### config.mk
export PLATFORM = sky130hd
export DESIGN_NAME = bat_amateur_alu
export DESIGN_NICKNAME = d
export VERILOG_FILES = /design/src/rtl/bat_amateur_alu.sv
export SDC_FILE = /design/constraint.sdc
export NUM_CORES = 1
export LEC_CHECK = 0
export CORE_ASPECT_RATIO = 0.6
export CORE_MARGIN = 3
export CORE_UTILIZATION = 53
export DETAILED_ROUTE_END_ITERATION = 7
export PLACE_DENSITY = 0.73
export SETUP_SLACK_MARGIN = 0.2
export SLEW_MARGIN = 0
export SYNTH_ARGS = -nofsm -noshare
export SYNTH_HDL_FRONTEND = slang
export SYNTH_SLANG_ARGS = --single-unit
### constraint.sdc
create_clock -name CLK -period 9.57 [get_ports CLK]
set_input_delay 2.3925 -clock CLK [delete_from_list [all_inputs] [get_ports CLK]]
set_output_delay 2.3925 -clock CLK [all_outputs]
set_load 0.02 [all_outputs]
### src/rtl/bat_amateur_alu.sv
`default_nettype none
// ============================================================================
// Module   : bat_amateur_alu
// Purpose  : 8-bit sequential ALU feeding the microcode controller. Single
//            cycle arithmetic/logic ops plus an 8-step shift-add multiply.
//            ALU_REG = {2'b00, ILL, BUSY, V, N, C, Z}.
// Revision : 1.0 - initial release
// ============================================================================
module bat_amateur_alu #(
  parameter int WIDTH = 8
) (
  input  logic             CLK,
  input  logic             RST,
  input  logic [WIDTH-1:0] A_IN,
  input  logic [WIDTH-1:0] B_IN,
  input  logic             ALU_EN,
  input  logic [4:0]       ALU_OP,
  output logic [WIDTH-1:0] BUS_OUT,
  output logic             RESULT_VALID,
  output logic [7:0]       ALU_REG
);

  localparam logic [4:0] OP_PASSA = 5'h00;
  localparam logic [4:0] OP_PASSB = 5'h01;
  localparam logic [4:0] OP_ADD   = 5'h02;
  localparam logic [4:0] OP_ADC   = 5'h03;
  localparam logic [4:0] OP_SUB   = 5'h04;
  localparam logic [4:0] OP_SBC   = 5'h05;
  localparam logic [4:0] OP_AND   = 5'h06;
  localparam logic [4:0] OP_OR    = 5'h07;
  localparam logic [4:0] OP_XOR   = 5'h08;
  localparam logic [4:0] OP_NOT   = 5'h09;
  localparam logic [4:0] OP_INC   = 5'h0A;
  localparam logic [4:0] OP_DEC   = 5'h0B;
  localparam logic [4:0] OP_SHL   = 5'h0C;
  localparam logic [4:0] OP_SHR   = 5'h0D;
  localparam logic [4:0] OP_ROL   = 5'h0E;
  localparam logic [4:0] OP_ROR   = 5'h0F;
  localparam logic [4:0] OP_CMP   = 5'h10;
  localparam logic [4:0] OP_MUL   = 5'h11;
  localparam logic [4:0] OP_MULH  = 5'h12;

  localparam int               CNT_W     = $clog2(WIDTH);
  localparam logic [CNT_W-1:0] LAST_STEP = CNT_W'(WIDTH - 1);
  localparam logic [WIDTH-1:0] ONE       = WIDTH'(1);
  localparam logic [WIDTH-1:0] MAX_POS   = {1'b0, {(WIDTH-1){1'b1}}};
  localparam logic [WIDTH-1:0] MIN_NEG   = {1'b1, {(WIDTH-1){1'b0}}};

  typedef enum logic [0:0] {
    ST_IDLE    = 1'b0,
    ST_MUL_RUN = 1'b1
  } state_t;

  state_t state, state_next;

  logic                 flag_z, flag_c, flag_n, flag_v, flag_ill;
  logic [CNT_W-1:0]     step_cnt;
  logic [2*WIDTH-1:0]   mul_mcand;
  logic [2*WIDTH-1:0]   mul_acc;
  logic [WIDTH-1:0]     mul_mplier;
  logic [WIDTH-1:0]     mul_hi;

  logic                 busy;
  logic                 mul_last;
  logic [2*WIDTH-1:0]   mul_step_acc;
  logic [WIDTH:0]       add_full;
  logic [WIDTH:0]       sub_full;
  logic                 add_cin, sub_cin;

  logic [WIDTH-1:0]     res;
  logic                 res_c, res_v;
  logic                 wr_bus, wr_flags, legal;

  assign busy     = (state == ST_MUL_RUN);
  assign mul_last = busy && (step_cnt == LAST_STEP);

  // Carry/borrow-in only participates for the "with carry" variants.
  assign add_cin  = (ALU_OP == OP_ADC) && flag_c;
  assign sub_cin  = (ALU_OP == OP_SBC) && flag_c;
  assign add_full = {1'b0, A_IN} + {1'b0, B_IN} + {{WIDTH{1'b0}}, add_cin};
  // Bit WIDTH of the 9-bit difference is the borrow out.
  assign sub_full = {1'b0, A_IN} - {1'b0, B_IN} - {{WIDTH{1'b0}}, sub_cin};

  // One shift-add step: add the shifted multiplicand when the multiplier LSB is set.
  assign mul_step_acc = mul_acc + (mul_mplier[0] ? mul_mcand : {(2*WIDTH){1'b0}});

  // Status byte is built only from registers.
  assign ALU_REG = {2'b00, flag_ill, busy, flag_v, flag_n, flag_c, flag_z};

  // State register.
  always_ff @(posedge CLK) begin
    if (!RST) state <= ST_IDLE;
    else      state <= state_next;
  end

  // Next-state logic: MUL is the only op that leaves IDLE.
  always_comb begin
    state_next = state;
    case (state)
      ST_IDLE:    if (ALU_EN && (ALU_OP == OP_MUL)) state_next = ST_MUL_RUN;
      ST_MUL_RUN: if (mul_last) state_next = ST_IDLE;
      default:    state_next = ST_IDLE;
    endcase
  end

  // Single-cycle result, carry and overflow for the op currently presented.
  always_comb begin
    res      = '0;
    res_c    = flag_c;
    res_v    = 1'b0;
    wr_bus   = 1'b1;
    wr_flags = 1'b1;
    legal    = 1'b1;
    case (ALU_OP)
      OP_PASSA: begin res = A_IN; res_c = 1'b0; end
      OP_PASSB: begin res = B_IN; res_c = 1'b0; end
      OP_ADD, OP_ADC: begin
        res   = add_full[WIDTH-1:0];
        res_c = add_full[WIDTH];
        res_v = (A_IN[WIDTH-1] == B_IN[WIDTH-1]) && (add_full[WIDTH-1] != A_IN[WIDTH-1]);
      end
      OP_SUB, OP_SBC, OP_CMP: begin
        res    = sub_full[WIDTH-1:0];
        res_c  = sub_full[WIDTH];
        res_v  = (A_IN[WIDTH-1] != B_IN[WIDTH-1]) && (sub_full[WIDTH-1] != A_IN[WIDTH-1]);
        wr_bus = (ALU_OP != OP_CMP);
      end
      OP_AND: begin res = A_IN & B_IN; res_c = 1'b0; end
      OP_OR:  begin res = A_IN | B_IN; res_c = 1'b0; end
      OP_XOR: begin res = A_IN ^ B_IN; res_c = 1'b0; end
      OP_NOT: begin res = ~A_IN;       res_c = 1'b0; end
      OP_INC: begin
        res   = A_IN + ONE;
        res_c = (A_IN == {WIDTH{1'b1}});
        res_v = (A_IN == MAX_POS);
      end
      OP_DEC: begin
        res   = A_IN - ONE;
        res_c = (A_IN == {WIDTH{1'b0}});
        res_v = (A_IN == MIN_NEG);
      end
      OP_SHL: begin res = {A_IN[WIDTH-2:0], 1'b0};   res_c = A_IN[WIDTH-1]; end
      OP_SHR: begin res = {1'b0, A_IN[WIDTH-1:1]};   res_c = A_IN[0];       end
      OP_ROL: begin res = {A_IN[WIDTH-2:0], flag_c}; res_c = A_IN[WIDTH-1]; end
      OP_ROR: begin res = {flag_c, A_IN[WIDTH-1:1]}; res_c = A_IN[0];       end
      OP_MUL: begin wr_bus = 1'b0; wr_flags = 1'b0; end
      OP_MULH: begin res = mul_hi; wr_flags = 1'b0; end
      default: begin legal = 1'b0; wr_bus = 1'b0; wr_flags = 1'b0; end
    endcase
  end

  // Datapath: accept ops in IDLE, run the multiplier while busy.
  always_ff @(posedge CLK) begin
    if (!RST) begin
      BUS_OUT      <= '0;
      RESULT_VALID <= 1'b0;
      flag_z       <= 1'b0;
      flag_c       <= 1'b0;
      flag_n       <= 1'b0;
      flag_v       <= 1'b0;
      flag_ill     <= 1'b0;
      step_cnt     <= '0;
      mul_mcand    <= '0;
      mul_acc      <= '0;
      mul_mplier   <= '0;
      mul_hi       <= '0;
    end else begin
      RESULT_VALID <= 1'b0;
      if (!busy) begin
        if (ALU_EN) begin
          if (legal) begin
            flag_ill <= 1'b0;
            if (ALU_OP == OP_MUL) begin
              mul_mcand  <= {{WIDTH{1'b0}}, A_IN};
              mul_mplier <= B_IN;
              mul_acc    <= '0;
              step_cnt   <= '0;
            end
            if (wr_bus) begin
              BUS_OUT      <= res;
              RESULT_VALID <= 1'b1;
            end
            if (wr_flags) begin
              flag_z <= (res == {WIDTH{1'b0}});
              flag_c <= res_c;
              flag_n <= res[WIDTH-1];
              flag_v <= res_v;
            end
          end else begin
            flag_ill <= 1'b1;
          end
        end
      end else begin
        mul_acc    <= mul_step_acc;
        mul_mcand  <= {mul_mcand[2*WIDTH-2:0], 1'b0};
        mul_mplier <= {1'b0, mul_mplier[WIDTH-1:1]};
        step_cnt   <= step_cnt + CNT_W'(1);
        if (mul_last) begin
          BUS_OUT      <= mul_step_acc[WIDTH-1:0];
          mul_hi       <= mul_step_acc[2*WIDTH-1:WIDTH];
          RESULT_VALID <= 1'b1;
          step_cnt     <= '0;
          flag_z       <= (mul_step_acc == {(2*WIDTH){1'b0}});
          flag_c       <= (mul_step_acc[2*WIDTH-1:WIDTH] != {WIDTH{1'b0}});
          flag_n       <= 1'b0;
          flag_v       <= 1'b0;
        end
      end
    end
  end

endmodule
`default_nettype wire
==> results of run 1 <==
registers in the layout, indices dropped and copies added (netlist names):
signal and cells:
BUS_OUT 8, RESULT_VALID 1, busy 1, flag_c 1, flag_ill 1, flag_n 1, flag_v 1, flag_z 1
mul_acc 16, mul_hi 8, mul_mcand 16, mul_mplier 8, step_cnt 3
area by class of cell:
cell class,count,area [µm²]
sequential,66,1320
fill,973,4160
clock inverter,5,55.1
tap,139,174
timing repair buffer,44,425
clock buffer,10,239
inverter,26,97.6
multi-input combinational,649,4270
final timing paths:
check | from | end | cells after the start
min reg2reg | mul_mcand[0] | mul_mcand[0] | 2
max | ALU_OP[3] | flag_z | 13
min | mul_mcand[0] | mul_mcand[0] | 2
max reg2reg | mul_mplier[0] | flag_c | 11
kinds of logic (layout without fill, tap and decap cells):
family / count (synthesis) / in the layout / share of synthesized area, %
compound gates: 224 / 224 / 24.5
xor+xnor: 28 / 28 / 4.14
fa+ha+maj: 59 / 59 / 13.2
buf+inv: 80 / 85 / 5.77
flops: 66 / 66 / 22.3
mux: 13 / 13 / 2.24
other cells: 1 / 2 / 0.0634
simple gates: 323 / 323 / 27.7
critical path: stages:
cell	delay [ns]
clkdlybuf4s50_1	0.98
nor4bb_1	0.65
buf_4	0.29
and2_1	0.38
ha_1	0.37
and3_1	0.23
a221oi_1	0.33
xnor2_1	0.16
a211oi_1	0.41
o221ai_1	0.29
nor2_1	0.19
nand4_1	0.11
o211ai_1	0.13
cell usage after synthesis (3+ instances only):
cell,n,area [µm²]
o22ai_1,5,31.3
o2111ai_1,3,26.3
nor3_1,13,65.1
o31ai_1,4,30.0
nor2b_1,21,131
nor2_1,65,244
xnor2_1,18,158
mux2i_1,11,110
o211ai_1,3,22.5
a211oi_2,3,37.5
a21boi_0,8,60.1
nor4_1,7,43.8
a221o_1,3,30.0
nand3_1,17,85.1
o221ai_1,3,26.3
a21oi_1,56,280
a22oi_1,10,75.1
dfxtp_1,66,1320
o21bai_1,3,22.5
ha_1,53,663
clkbuf_1,42,158
fa_1,6,120
nand3b_1,5,37.5
and3_1,6,37.5
nand2b_1,13,81.3
a32oi_1,3,26.3
a21o_1,8,60.1
a211oi_1,12,90.1
xor2_1,10,87.6
or3_1,4,25.0
nand4_1,8,50.1
nand2_1,92,345
inv_1,26,97.6
o21ai_0,60,300
nor3b_1,8,60.1
a221oi_1,6,52.6
o21a_1,9,67.6
buf_4,8,60.1
or4_1,4,30.0
o2bb2ai_1,3,26.3
and2_1,50,313
power groups by stage:
stage / clock (mW) / combinational (mW) / sequential [mW]
after global routing: 0.347 / 0.179 / 0.283
after detailed placement: 0 / 0.160 / 0.289
after CTS: 0.331 / 0.161 / 0.283
after global placement: 0 / 0.161 / 0.288
final: 0.328 / 0.166 / 0.283
after floorplan: 0 / 0.104 / 0.290
metal layers:
layer  wire length [µm]  track usage [%]  vias to the layer above
li1                   -                -                     2822
met1               9480             47.6                     2703
met2               7300             42.1                      345
met3               2560             13.3                       45
met4                310             5.61                        4
met5                 29                0                        -
==> results.txt, run 1 <==
outcome: completed
1st-iter DRT viols: 891
commonest non-fill, non-tap cells in the layout: nand2_1 (92), dfxtp_1 (65), nor2_1 (65)
top_reg_cell synth: dfxtp_1
Final HPWL DP: 15000 µm
worst hold path class: flip-flop to flip-flop
fraction of layout instances using a drive strength above 1: 3.75%
Post-Layout Cell Count: 939
FFs w/ async S/R, synth: 0%
Int Power: 0.550 mW
worst slew margin relative to its limit: 15.6%
total power: 0.777 mW
Sw Ratio: 29.2%
Max Clock Skew: 0.00906 ns
Fin. Hold Viols: 0
CTS tree: done
TNS Setup: 0 ns
vias in the first global route: 5467
clk buf depth: 2
Cells after Synth: 794
max_cap viols: 0
global-route usage over all layers: 31.7%
DR vias: 5919
Power Density: 118 nW/µm²
final core occ: 61.3%
ANT cells: 0
Placed Area: 6280 µm²
first-pass GRT wire length: 30800 µm
Max Slew Vio Count: 0
vias per cell: 6.30
Worst Tran Pin Value: 1.26 ns
clk_lat worst skew: 0.33 ns
IO buf count: 38
peak supply drop: 0.0994 mV
Clock power frac: 42.2%
Root Driver: clkbuf_16
DIE WIDTH: 142 µm
Final setup viols: 0
register share of total power: 36.4%
Design Area, Final: 6580 µm²
pre-CTS WS: 2.83 ns
Cells after DPL: 924
CTS H-tree depth: 3
critical path launch point type: primary input
Comb pwr share: 21.4%
Sw Pwr: 0.227 mW
site row count: 29
IO Pins: 41
hold buffer count at CTS: 0
Post-CTS Setup Repair Bufs: 0
Tcrit/Tclk final: 69.5%
clk sink count: 66
RSZ-0062 raised after global routing: false
GRT overflow: 0
routed len/inst: 21.0 µm
CP required: 9.82 ns
DRT Pass-1 Iters: 7
Leak: 2.65 nW
cts repair resizes: 0
number of enable flip-flop cells after synthesis: 0
sequential share of the synthesized area: 22.3%
core area: 10700 µm²
initial core utilization: 55.1%
initial antenna violation count: 2
number of synthesized register bits: 66
P&R area growth vs syn: 11.2%
average size of a mapped cell: 7.45 µm²
DRC: 0
PnR worst setup slack: 2.92 ns
most common cell after layout, fill and taps aside: nand2_1
R2R setup slack: 5.70 ns
clk slew on worst S/H paths: 0.05 ns
global placement routability congestion: 1.01
FMAX: 150 MHz
Worst setup EP type: flip-flop
wirelength, routed: 19700 µm
Yosys warning total: 0
Hold WS: 0.471 ns
Tmin final: 6.65 ns
unique cell type count in the Yosys netlist: 70
Cell Area, Synth: 5920 µm²
largest net degree at the start of global routing: 67
Die Span Y: 87.9 µm
Post-DRT Antenna Nets: 0
Critical Path AT: 6.90 ns
die area: 12500 µm²
CTS Buf Count: 9
nets@finish: 879
critical path fanouts, max: 22
WS Path Type: primary input to flip-flop
No activity file was read; power rests on OpenSTA's default activity.
==> run 2, diff against run 1 <==
==> constraint.sdc (replaced) <==
create_clock -name CLK -period 6.7 [get_ports CLK]
set_input_delay 1.675 -clock CLK [delete_from_list [all_inputs] [get_ports CLK]]
set_output_delay 1.675 -clock CLK [all_outputs]
set_load 0.02 [all_outputs]
==> run 2 against run 1 <==
Die area is the same. Via count grew 2.6%. Sequential share of layout area shrank 0.20 points. Final cell count grew 0.53%. Combinational power grew 46%. Register-to-register slack lost 3.1 ns. Core utilization grew 0.63 points. Critical path depth shrank 1. Hold slack gained 0.0081 ns. Routed wire length grew 1.2%. Clock-buffer cell count grew 1. Global-route usage grew 0.58 points.
==> results.txt, run 2 (synthesized netlist as in run 1, its figures left out) <==
outcome: completed
Worst setup EP type: flip-flop
Leak: 2.68 nW (+1.5%)
CP required: 6.92 ns (-2.90 ns)
vias in the first global route: 5383 (-1.5%)
commonest non-fill, non-tap cells in the layout: nand2_1 (92), dfxtp_1 (65), nor2_1 (65)
multi-input logic area: 4260 µm² (-0.15%)
Die Span Y: 87.9 µm (unchanged)
RSZ-0062 raised after global routing: false
Worst Tran Pin Value: 1.23 ns (-0.0316 ns)
Power Density: 177 nW/µm² (+50%)
peak supply drop: 0.131 mV (+32%)
first-pass GRT wire length: 31200 µm (+1.2%)
IO buf count: 38 (unchanged)
FMAX: 181 MHz
DR vias: 6072 (+2.6%)
largest net degree at the start of global routing: 67 (unchanged)
Tcrit/Tclk final: 82.6%
initial antenna violation count: 0 (-2)
global-route usage over all layers: 32.3% (+0.58 points)
Critical Path AT: 5.75 ns (-1.15 ns)
fraction of layout instances using a drive strength above 1: 4.22% (+0.47 points)
most common cell after layout, fill and taps aside: nand2_1
wirelength, routed: 19900 µm (+1.2%)
Final setup viols: 0 (unchanged)
site row count: 29 (unchanged)
Root Driver: clkbuf_16
Post-CTS Setup Repair Bufs: 0 (unchanged)
Tmin final: 5.53 ns
total power: 1.18 mW (+52%)
critical path fanouts, max: 22 (unchanged)
Largest regs: mul_acc x16, mul_mcand x16
CP max stage cell: clkdlybuf4s50_1
hold buffer count at CTS: 0 (unchanged)
clk sink count: 66 (unchanged)
global placement routability congestion: 1.01 (+0.79%)
Final HPWL DP: 15300 µm (+2.0%)
Post-DRT Antenna Nets: 0 (unchanged)
DRT Pass-1 Iters: 6 (-1)
worst hold path class: flip-flop to flip-flop
IO Pins: 41 (unchanged)
CTS Buf Count: 9 (unchanged)
TNS Setup: 0 ns (unchanged)
die area: 12500 µm² (unchanged)
DIE WIDTH: 142 µm (unchanged)
worst slew margin relative to its limit: 17.7% (+2.1 points)
Post-Layout Cell Count: 944 (+0.53%)
critical-path cell list: clkdlybuf4s50_1 > nor4bb_1 > and2_1 > ha_1 > a211oi_1 > nor2_1 > a2111oi_0 > nor4_1 > o2111ai_1 > nor2_1 > nand4_1 > o211ai_1
vias per cell: 6.43 (+2.0%)
initial core utilization: 55.1% (unchanged)
1st-iter DRT viols: 877 (-1.6%)
Fin. Hold Viols: 0 (unchanged)
clk slew on worst S/H paths: 0.06 ns (about the same)
clk buf depth: 2 (unchanged)
WS Path Type: primary input to flip-flop
Cells after DPL: 928 (+0.43%)
GRT overflow: 0 (unchanged)
Max Slew Vio Count: 0 (unchanged)
critical path launch point type: primary input
core area: 10700 µm² (unchanged)
P&R area growth vs syn: 12.3%
pre-CTS WS: 1.01 ns (-1.82 ns)
cts repair resizes: 0 (unchanged)
Fillers: 962 (-1.1%)
most used cell, CP: nor2_1
nets@finish: 883 (+0.46%)
Reg area: 1320 µm² (unchanged)
CTS tree: done
PnR worst setup slack: 1.17 ns (-1.75 ns)
Hold WS: 0.480 ns (+0.00814 ns)
CP max stage delay: 0.93 ns (-0.05 ns)
max_cap viols: 0 (unchanged)
CTS H-tree depth: 3 (unchanged)
routed len/inst: 21.1 µm (+0.65%)
clk_lat worst skew: 0.34 ns (about the same)
ANT cells: 0 (unchanged)
DRC: 0 (unchanged)
Max Clock Skew: 0.00832 ns (-0.000741 ns)
run 2: through the flow:
step	cell area, µm²	utilization, %
after floorplan	5920	-
after global placement	6310	58.7
after detailed placement	6310	58.7
after CTS	6650	61.9
after global routing	6650	61.9
final	6650	61.9
run 2: final cells by class:
cell class | instances | share of cell area [%]
tap | 139 | 2.62
timing repair buffer | 48 | 6.85
clock buffer | 11 | 3.80
multi-input combinational | 649 | 64.1
sequential | 66 | 19.9
clock inverter | 5 | 1.28
inverter | 26 | 1.47
run 2: routing by layer:
| layer | share of wire (%) | routed length [µm] | track usage (%) |
|---|---|---|---|
| met5 | 0 | 0 | 0 |
| met4 | 0.75 | 150 | 4.06 |
| met2 | 38 | 7520 | 42.9 |
| met1 | 48 | 9500 | 49.8 |
| met3 | 14 | 2740 | 12.5 |
run 2: worst paths after layout:
check                              startpoint          end  slack (ns)  cells past startpoint
worst min register to register    mul_acc[12]  mul_acc[12]        0.48                      2
worst min-delay path              mul_acc[12]  mul_acc[12]        0.48                      2
worst max register to register  mul_mplier[0]       flag_c        2.65                     11
worst max-delay path                ALU_OP[3]       flag_z        1.17                     12
run 2: worst max-delay path: cells and delay by family:
family	cells	cell delay, ns
compound gates	4	1.17
buf+inv	1	0.93
simple gates	6	1.60
fa+ha+maj	1	0.36
run 2: where the power goes:
group | internal [mW] | switching (mW) | leakage [nW]
clock network | 0.348 | 0.185 | 0.162
logic | 0.0939 | 0.149 | 1.99
registers | 0.398 | 0.00520 | 0.534
